[config.mk]
export PLATFORM = sky130hd
export DESIGN_NAME = display_scan_controller
export DESIGN_NICKNAME = d
export VERILOG_FILES = /design/src/rtl/display_pkg.sv /design/src/rtl/display_scan_controller_lead_zero_mask.sv /design/src/rtl/display_scan_controller.sv
export SDC_FILE = /design/constraint.sdc
export NUM_CORES = 1
export LEC_CHECK = 0
export ABC_AREA = 1
export BUFFER_PORTS_ARGS = -buffer_cell sky130_fd_sc_hd__buf_4
export CAP_MARGIN = 40
export CORE_UTILIZATION = 48
export DETAILED_ROUTE_END_ITERATION = 8
export GPL_TIMING_DRIVEN = 0
export PLACE_DENSITY = 0.75
export SLEW_MARGIN = 25
export SYNTH_ARGS = -nofsm -noshare
export SYNTH_HDL_FRONTEND = slang
export SYNTH_SLANG_ARGS = --single-unit
[constraint.sdc]
create_clock -name clk -period 6.3 [get_ports clk]
set_input_delay 0.63 -clock clk [delete_from_list [all_inputs] [get_ports clk]]
set_output_delay 0.63 -clock clk [all_outputs]
set_load 0.02 [all_outputs]
[src/rtl/display_pkg.sv]
// Shared types and constants for the seven-segment display blocks.
// Digits are 4-bit nibbles packed eight to a 32-bit value, digit 0 in the LSBs.
package display_pkg;

  localparam int N_DIGITS = 8;
  localparam int DIGIT_W  = 4;
  localparam int VALUE_W  = N_DIGITS * DIGIT_W;

  typedef logic [2:0] digit_idx_t;

  typedef enum logic {
    SHOW  = 1'b0,
    GUARD = 1'b1
  } scan_state_e;

endpackage

[src/rtl/display_scan_controller_lead_zero_mask.sv]
// Leading-zero mask: bit k is set when digit k and every digit above it are zero.
// Digit 0 is never masked so a zero value still shows a single "0".
module lead_zero_mask
  import display_pkg::*;
(
  input  logic [VALUE_W-1:0]  value,
  input  logic                unused_tie,
  output logic [N_DIGITS-1:0] mask
);

  logic unused_s;
  assign unused_s = unused_tie;

  assign mask[0] = 1'b0;

  for (genvar k = 1; k < N_DIGITS; k++) begin : g_mask
    assign mask[k] = ~|value[VALUE_W-1:k*DIGIT_W];
  end

endmodule

[src/rtl/display_scan_controller.sv]
// Eight-digit multiplex scan sequencer with anode-off guard slots between digits,
// a frame-aligned shadow of the displayed value and leading-zero / per-digit blanking.
module display_scan_controller
  import display_pkg::*;
#(
  parameter int DIGIT_TICKS = 100_000,
  parameter int BLANK_TICKS = 1_000
) (
  input  logic        clk,
  input  logic        reset,
  input  logic [31:0] value_in,
  input  logic        update,
  input  logic [7:0]  digit_en,
  input  logic        lz_blank,
  output logic [31:0] value_out,
  output logic [2:0]  counter,
  output logic        blank,
  output logic        update_pending,
  output logic        frame_done
);

  localparam int MAX_TICKS = (DIGIT_TICKS > BLANK_TICKS) ? DIGIT_TICKS : BLANK_TICKS;
  localparam int TICK_W    = (MAX_TICKS > 1) ? $clog2(MAX_TICKS) : 1;

  localparam logic [TICK_W-1:0] DIGIT_LAST = TICK_W'(DIGIT_TICKS - 1);
  localparam logic [TICK_W-1:0] BLANK_LAST = TICK_W'(BLANK_TICKS - 1);
  localparam logic [TICK_W-1:0] TICK_ZERO  = {TICK_W{1'b0}};
  localparam logic [TICK_W-1:0] TICK_ONE   = TICK_W'(1);
  localparam digit_idx_t        LAST_DIGIT = 3'd7;

  scan_state_e         state_r;
  logic [TICK_W-1:0]   tick_r;
  logic [VALUE_W-1:0]  pending_val_r;
  logic [N_DIGITS-1:0] lz_mask_r;

  logic                boundary_s;
  logic [VALUE_W-1:0]  next_value_s;
  logic [N_DIGITS-1:0] next_mask_s;

  // The frame ends on the final guard slot that follows digit 7.
  assign boundary_s = (state_r == GUARD) && (tick_r == BLANK_LAST) && (counter == LAST_DIGIT);

  // Value that the shadow register takes at the boundary; a same-cycle update wins over a queued one.
  always_comb begin
    next_value_s = value_out;
    if (update) begin
      next_value_s = value_in;
    end else if (update_pending) begin
      next_value_s = pending_val_r;
    end else begin
      next_value_s = value_out;
    end
  end

  lead_zero_mask u_lead_zero_mask (
    .value      (next_value_s),
    .unused_tie (1'b0),
    .mask       (next_mask_s)
  );

  // Anodes stay off during guard slots; while showing, digit_en and lz_blank act live.
  always_comb begin
    blank = 1'b1;
    case (state_r)
      SHOW:    blank = ~(digit_en[counter] & ~(lz_blank & lz_mask_r[counter]));
      GUARD:   blank = 1'b1;
      default: blank = 1'b1;
    endcase
  end

  // Scan FSM, tick prescaler and frame-aligned shadow registers.
  always_ff @(posedge clk or posedge reset) begin
    if (reset) begin
      state_r        <= GUARD;
      tick_r         <= TICK_ZERO;
      counter        <= LAST_DIGIT;
      value_out      <= 32'h0000_0000;
      pending_val_r  <= 32'h0000_0000;
      update_pending <= 1'b0;
      frame_done     <= 1'b0;
      lz_mask_r      <= 8'hFE;
    end else begin
      frame_done <= boundary_s;

      case (state_r)
        SHOW: begin
          if (tick_r == DIGIT_LAST) begin
            state_r <= GUARD;
            tick_r  <= TICK_ZERO;
          end else begin
            tick_r <= tick_r + TICK_ONE;
          end
        end
        GUARD: begin
          if (tick_r == BLANK_LAST) begin
            state_r <= SHOW;
            tick_r  <= TICK_ZERO;
            counter <= counter + 3'd1;
          end else begin
            tick_r <= tick_r + TICK_ONE;
          end
        end
        default: begin
          state_r <= GUARD;
          tick_r  <= TICK_ZERO;
        end
      endcase

      // Updates outside the boundary queue up (last one wins) until the next frame.
      if (boundary_s) begin
        value_out      <= next_value_s;
        lz_mask_r      <= next_mask_s;
        update_pending <= 1'b0;
      end else if (update) begin
        pending_val_r  <= value_in;
        update_pending <= 1'b1;
      end else begin
        update_pending <= update_pending;
      end
    end
  end

endmodule

# [Word-level counts from Yosys, hierarchy flattened]
# Cells that the tools add are included.
[totals] reg_bits=94 latch_bits=0 mem_bits_rw=0 rom_bits=0 mem_count=0
[op_classes] n_addsub=2 mul=0 div_mod_pow=0 order_cmp=1 eq_ne=3 shifts=0 n_mux=15 bitwise_logic=6 reduce_logical=21
[ops] operator="2-to-1 mux 32 bit" count=2
[ops] operator="2-to-1 mux 17 bit" count=2
[ops] operator="case mux 17 bit (2 select lines)" count=1
[ops] operator="OR reduction 28 bit" count=1
[ops] operator="OR reduction 24 bit" count=1
[ops] operator="OR reduction 20 bit" count=1
[ops] operator="adder 17 x 1 -> 17 bit, second input constant" count=1
[ops] operator="== test 17 x 10 -> 1 bit, second input constant" count=1
[ops] operator="== test 17 bit, second input constant" count=1
[ops] operator="OR reduction 16 bit" count=1
[ops] operator="OR reduction 12 bit" count=1
[ops] operator="OR reduction 8 bit" count=1
[ops] operator="zero test 1 bit" count=7
[ops] operator="binary-select mux 1 bit (select 3 bit)" count=2
[ops] operator="2-to-1 mux 1 bit" count=6
[ops] operator="AND reduction 2 bit" count=3
[ops] operator="< comparator 3 x 4 -> 1 bit, second input constant" count=1
[ops] operator="inverter 1 bit" count=4
[ops] operator="case mux 1 bit (2 select lines)" count=2
[ops] operator="nonzero test 2 bit" count=2
[ops] operator="OR reduction 4 bit" count=1
[ops] operator="adder 3 x 1 -> 3 bit, second input constant" count=1
[ops] operator="== test 3 bit, second input constant" count=1
[ops] operator="bitwise AND 1 bit" count=2
[ops] operator="logical AND 1 bit" count=2

# [Depth between registers and ports, before layout]
# Gate-level depths: netlist of the first run.
[depth] depth_word=7 depth_mapped=13 mapped_depth_nobuf=11

# [Hierarchy]
# Synthesis of the first run repeated with hierarchy kept, for this count alone.
[unflattened] hier_cells=690 area_unflattened_um2=5058.6
[by_module_without_submodules] module="display_scan_controller" instances=1 cells_per_inst=652 area_per_inst_um2=4894.7 seq_area_each_um2=2391.0
[by_module_without_submodules] module="lead_zero_mask" instances=1 cells_per_inst=38 area_per_inst_um2=163.9 seq_area_each_um2=0.0

# [Worst setup path after synthesis of the first run]
# OpenSTA, ideal clock, no wires.
[synth_path] path_type="reg2out" from="reg counter[0]" to="out blank" arrival_ps=1485 required_time_ps=5670 setup_slack_ps=4185 path_stages_with_launch=8 n_path_buf=1 cell_sequence="dfstp_2 -> clkbuf_1 -> inv_2 -> a21oi_1 -> o21ai_0 -> nand3_1 -> o211ai_1 -> nand2_1"
[synth_between] elab_chain_cells=7
[synth_lines] item="start, declared" line="display_scan_controller.sv:16" source="output logic [2:0] counter,"
[synth_lines] item="start signal, assigned" line="display_scan_controller.sv:98" source="counter <= counter + 3'd1;"
[synth_lines] item="binary-select mux 1 bit (select 3 bit)" line="display_scan_controller.sv:65" source="SHOW: blank = ~(digit_en[counter] & ~(lz_blank & lz_mask_r[counter]));"
[synth_lines] item="2-to-1 mux 1 bit (not written as such)" line="display_scan_controller.sv:65"
[synth_lines] item="bitwise AND 1 bit" line="display_scan_controller.sv:65"
[synth_lines] item="inverter 1 bit" line="display_scan_controller.sv:65"
[synth_lines] item="bitwise AND 1 bit *" line="display_scan_controller.sv:65"
[synth_lines] item="inverter 1 bit *" line="display_scan_controller.sv:65"
[synth_lines] item="case mux 1 bit (2 select lines) *" line="display_scan_controller.sv:64" source="case (state_r)"
[synth_lines] item="end, declared" line="display_scan_controller.sv:17" source="output logic blank,"
# Mark *: on every way between the ends. The rest lies on a longest branch, timed or not. The select of a mux whose other input is x is not followed.

# [Worst setup path after layout of the first run]
# Ends and elaborated chain as after synthesis.

==> results of run 1 <==
worst max-delay path: stages, from the launching register on:
cell and delay (ns):
dfstp_2 0.56, clkbuf_1 0.31, inv_2 0.15, o21ai_0 0.17
o21ai_0 0.09, o211ai_1 0.19, nand2_1 0.08, buf_4 0.16
layout by cell type, fill, tap and decap left out, drive strengths merged:
cell,n
xnor2,1
nor3,8
inv,64
nand4,3
buf,107
clkbuf,17
a31oi,1
nor4,3
a21oi,9
ha,3
nand3,59
o21ai,79
nor3b,1
nor2,39
dfrtp,83
xor2,8
clkinv,2
a211oi,1
nand2,242
dfstp,11
o211ai,1
final cells by class:
type / instances / area [sq um]
Tap cell: 133 / 166
Fill cell: 915 / 3930
Inverter: 64 / 248
Buffer: 28 / 184
Clock buffer: 14 / 183
Timing Repair Buffer: 82 / 636
Sequential cell: 94 / 2370
Multi-Input combinational cell: 458 / 2090
Clock inverter: 2 / 13.8
power breakdown:
group | internal, uW | switching [uW]
logic | 48.6 | 68.9
registers | 621 | 10.1
clock network | 187 | 203
per-stage QoR:
stage,worst slack [ns],power (uW),util [%]
after floorplan,3.24,714,-
after global placement,2.12,754,57.6
after detailed placement,3.99,761,58.0
after CTS,3.56,1150,60.0
after global routing,3.35,1190,60.0
final,3.59,1140,60.0
state kept, by name (all words and copies together) (netlist names):
| register | cells |
|---|---|
| counter | 3 |
| frame_done | 1 |
| lz_mask_r | 7 |
| pending_val_r | 32 |
| state_r | 1 |
| tick_r | 17 |
| update_pending | 1 |
| value_out | 32 |
worst max-delay path by stage:
| stage | startpoint | end |
|---|---|---|
| after floorplan | reset | frame_done |
| after global placement | reset | value_out[12] |
| after CTS | counter[0] | blank |
| after detailed placement | counter[0] | blank |
| final | counter[0] | blank |
| after global routing | counter[0] | blank |
layer usage:
layer  track usage [%]  vias to the layer above  part of all wire (%)
met4              10.6                        0                   2.4
met2              40.9                      165                    47
met1              31.6                     2113                    45
li1                  -                     2230                     -
met5                 0                        -                     0
met3              4.75                       22                   5.7
cell families (layout without fill, tap and decap cells):
group,after synthesis,after routing
AO/OA/AOI/OAI,91,91
XOR/XNOR,9,9
AND/OR/NAND/NOR,355,355
buffers and inverters,92,190
adder cells (fa/ha/maj),3,3
flip-flops,94,94
==> impl_metrics.toml, run 1 <==
[outcome]
outcome = "finished, final reports clean"

[detailed_routing]
drc = 0
num_vias = 4530
dr.pass1.iters = 4
vias_per_cell = 5.18
routed_wl_um = 11900
drtIter0Drc = 272
ant_nets = 0
drt-wirelength-per-cell_um = 13.6

[finish]
instances_no_fill = 875
drive_above_1_share_pct = 19.7
syn2layout_area_growth_pct = 20.5
layout.nets = 784
fin_area_sq_um = 5890
diodes = 0

[clock_network]
clk_pin_slew_ns = 0.08
clk_latency_ns = 0.37
cts.sinks = 94
postCtsHoldBufs = 0
post_cts_buffers = 0
ctsLongestPathBuffers = 2
root_buffer = "clkbuf_8"
ctsResizeCount = 0
numCtsBuffers = 9
htree_levels = 3
cts_tree = "built"

[global_routing]
grt_overflow_total = 0
antenna_found_initial = 0
track_usage_pct = 24.7
grt_pass1_vias = 4448
grt_max_degree = 55
grt_pass1_wl_um = 20100

[timing]
drv_slew = 0
slew_headroom_pct = 63.6
fin_setup_tns_ns = 0
rsz0062_at_grt = "no"
fin_crit_sh_pct = 43.1
setup_viol = 0
max_freq_mhz = 369
min_period_ns = 2.71
holdWs_ns = 0.255
fin_worst_skew_ns = 0.00903
hold_violations = 0
worst_pin_slew_ns = 0.546

[pwr]
ir_worst_vdd_v = 0.0000997
cellLeakagePower_uw = 0.00302
p_per_area_nw_per_um2 = 193

[place]
place_inst = 859
dp_hpwl_um = 8750
portBuffers = 81
gp_congestion = 0.871
place_area_sq_um = 5690

[logic_synthesis]
synth_common_cells = "nand2_1 (234), dfrtp_1 (83), inv_1 (59), nand3_1 (58), o21ai_0 (50)"
synth_area_leaders = "dfrtp_1 (43%), nand2_1 (18%), nand3_1 (5.9%), dfstp_2 (5.9%), o21ai_0 (5.1%)"
synthDominantCellAreaShare_pct = 42.5
syn_area_per_cell_sq_um = 7.58
synth_mux_area_share_pct = 0
synth_xor_area_share_pct = 1.61
yosysWarningCount = 0
yosysMostFrequentCell = "nand2_1"
ys_seq_elements = 94
synth-async-reset-ratio_pct = 100
synth_top_family_by_area = "simple AND/OR/NAND/NOR gates"
yosys.area.top_type = "dfrtp_1"
synth_compound_area_share_pct = 9.61
synthCells = 644
synth_nets = 691
seq_area_frac_synth_pct = 48.4
synth-edff-count = 0
synth_fa_ha_area_share_pct = 0.769
synthFlopType = "dfrtp_1"
synthSimpleGateAreaFrac_pct = 30.8
synth_cell_types = 34
syn_area_sq_um = 4880

[flow_run]
max_cap_violations = 0

[die]
coreArea_sq_um = 9820
pin_count = 82
die_y_um = 103
rows = 36
dieArea_sq_um = 10600
die_w_um = 103
start_util_pct = 49.7

[worst_setup_path]
setup.worst_path.end_class = "primary output"
cp_data_required_time_ns = 5.67
arrival_ns = 2.08
regToRegSetupSlack_ns = 4.36
cp_max_fo = 9
cp-start-kind = "flip-flop"
r2r_start = "tick_r[0]"
crit_type = "reg -> out"
r2r_end = "value_out[24]"
ff2ff_path_depth = 12

[worst_hold_path]
hp-class = "in -> async"
(Power assumes the default switching activity.)
==> run 2: changes to the inputs <==
- PLACE_DENSITY: 0.75 -> 0.77
- clock period: 6.3 -> 2.4 ns (I/O delays scaled with it)
==> run 2 against run 1 <==
Sequential power rose to 2.6 times the previous value. Cell area increased by 1.0%. Power rose to 2.8 times the previous value. Routed wire length up 2.3%. Utilization rose by 0.62 points. Clock-buffer cell count shrank 4. Critical endpoint unchanged.
==> impl_metrics.toml, run 2 (same netlist as run 1, synthesis figures left out) <==
[clock_network]
clk_latency_ns = 0.36
post_cts_buffers = 0
root_buffer = "clkbuf_8"
cts_tree = "built"
ctsResizeCount = 0
clk_pin_slew_ns = 0.09
ctsLongestPathBuffers = 2
cts.sinks = 94
numCtsBuffers = 9
htree_levels = 3

[finish]
drive_above_1_share_pct = 19.8
instances_no_fill = 876
final_cell_mix = "nand2_1 (234), buf_4 (83), dfrtp_1 (83)"
fillCellCount = 920
final_core_utilization_pct = 60.6
syn2layout_area_growth_pct = 21.8
multi_input_area_sq_um = 2090
diodes = 0
layout.nets = 786
seqCellArea_sq_um = 2370
reg_top3 = "pending_val_r (32), value_out (32), tick_r (17)"
final_common_cell = "nand2_1"

[place]
gp_congestion = 0.883
place_inst = 861
portBuffers = 81
dp_hpwl_um = 9040

[die]
die_y_um = 103
pin_count = 82
die_w_um = 103
coreArea_sq_um = 9820
dieArea_sq_um = 10600
start_util_pct = 49.7
rows = 36

[worst_setup_path]
setup.worst_path.end_class = "primary output"
crit_chain = "inv_2 > o21ai_0 > o21ai_0 > o211ai_1 > nand2_1 > buf_4"
cp_max_fo = 11
arrival_ns = 1.88
crit_type = "reg -> out"
ff2ff_path_depth = 10
r2r_end = "value_out[25]"
crit_top_cell = "o21ai_0"
r2r_start = "tick_r[0]"
cpPeakStageDelay_ns = 0.66
cp_slowest_cell = "dfstp_2"
cp_data_required_time_ns = 2.16
regToRegSetupSlack_ns = 0.46
cp-start-kind = "flip-flop"

[timing]
hold_violations = 0
min_period_ns = 2.12
setup_viol = 0
rsz0062_at_grt = "no"
slew_headroom_pct = 59.0
drv_slew = 0
max_freq_mhz = 472
worst_pin_slew_ns = 0.610
fin_setup_tns_ns = 0
fin_worst_skew_ns = 0.0126
fin_crit_sh_pct = 88.3
holdWs_ns = 0.130

[flow_run]
max_cap_violations = 0

[pwr]
cellLeakagePower_uw = 0.00304
ir_worst_vdd_v = 0.000322
p_per_area_nw_per_um2 = 527
power_uw = 3130

[worst_hold_path]
hp-class = "in -> reg"
hold_path_depth = 3
worstHoldEndpoint = "pending_val_r[29]"
worstHoldStart = "value_in[29]"

[global_routing]
grt_pass1_wl_um = 20100
grt_pass1_vias = 4362
antenna_found_initial = 0
grt_overflow_total = 0
grt_max_degree = 31
track_usage_pct = 24.7

[detailed_routing]
dr.pass1.iters = 5
drt-wirelength-per-cell_um = 13.9
num_vias = 4532
routed_wl_um = 12200
vias_per_cell = 5.17
ant_nets = 0
drc = 0
drtIter0Drc = 233

[outcome]
outcome = "finished, final reports clean"
==> run 2: cell types whose count changed in the layout (fill, tap and decap cells not counted) <==
cell	change
buf_12	+2
bufinv_16	+2
clkbuf_1	-1
clkbuf_8	-4
clkinv_2	-1
clkinv_4	+1
clkinvlp_4	+2
dlygate4sd3_1	+1
inv_6	-1
==> run 2: worst max-delay path, delay by kind of cell, from the launching register on <==
kind	cells	cell delay (ns)
simple gates	1	0.10
flops	1	0.66
compound gates	3	0.47
buf+inv	2	0.30
==> run 2: what timing repair did <==
| item | in CTS | in global routing |
|---|---|---|
| setup endpoints to repair | 1 | 0 |
| hold endpoints to repair | 18 | 0 |
| hold buffers | 1 | 0 |
==> run 2: worst max-delay path by stage <==
stage               slack, ns  startpoint       endpoint
detailed placement       0.39  counter[0]          blank
floorplan                0.67  counter[0]          blank
global placement         0.43       reset  value_out[13]
CTS                      0.28  counter[0]          blank
finish                   0.28  counter[0]          blank
global route             0.15  counter[0]          blank
==> run 2: stage by stage <==
stage          cell area, sq um  setup slack (ns)
2_1_floorplan              4890             0.675
3_3_place_gp               5660             0.427
3_5_place_dp               5730             0.391
4_1_cts                    5950             0.280
5_1_grt                    5950             0.151
6_report                   5950             0.281
==> run 2: where the power goes <==
group / internal (uW) / switching [uW] / leakage, uW
clock: 586 / 570 / 0.000103
combinational: 135 / 185 / 0.00188
sequential: 1630 / 27.8 / 0.00105
total: 2350 / 783 / 0.00304
==> run 2: final cells by class <==
class                      instances  area share (%)
inverter                          64            4.14
clock buffer                      10            2.15
buffer                            27            3.03
timing repair buffer              85            11.5
clock inverter                     5            1.43
tap                              133            2.80
sequential                        94            39.8
multi-input combinational        458            35.1
==> run 2: layer usage <==
| metal | track usage (%) | up-vias | part of all wire (%) |
|---|---|---|---|
| li1 | - | 2225 | - |
| met1 | 30.8 | 2110 | 43 |
| met2 | 41.9 | 166 | 49 |
| met3 | 5.76 | 31 | 5.9 |
| met4 | 9.32 | 0 | 2.8 |
| met5 | 0 | - | 0 |
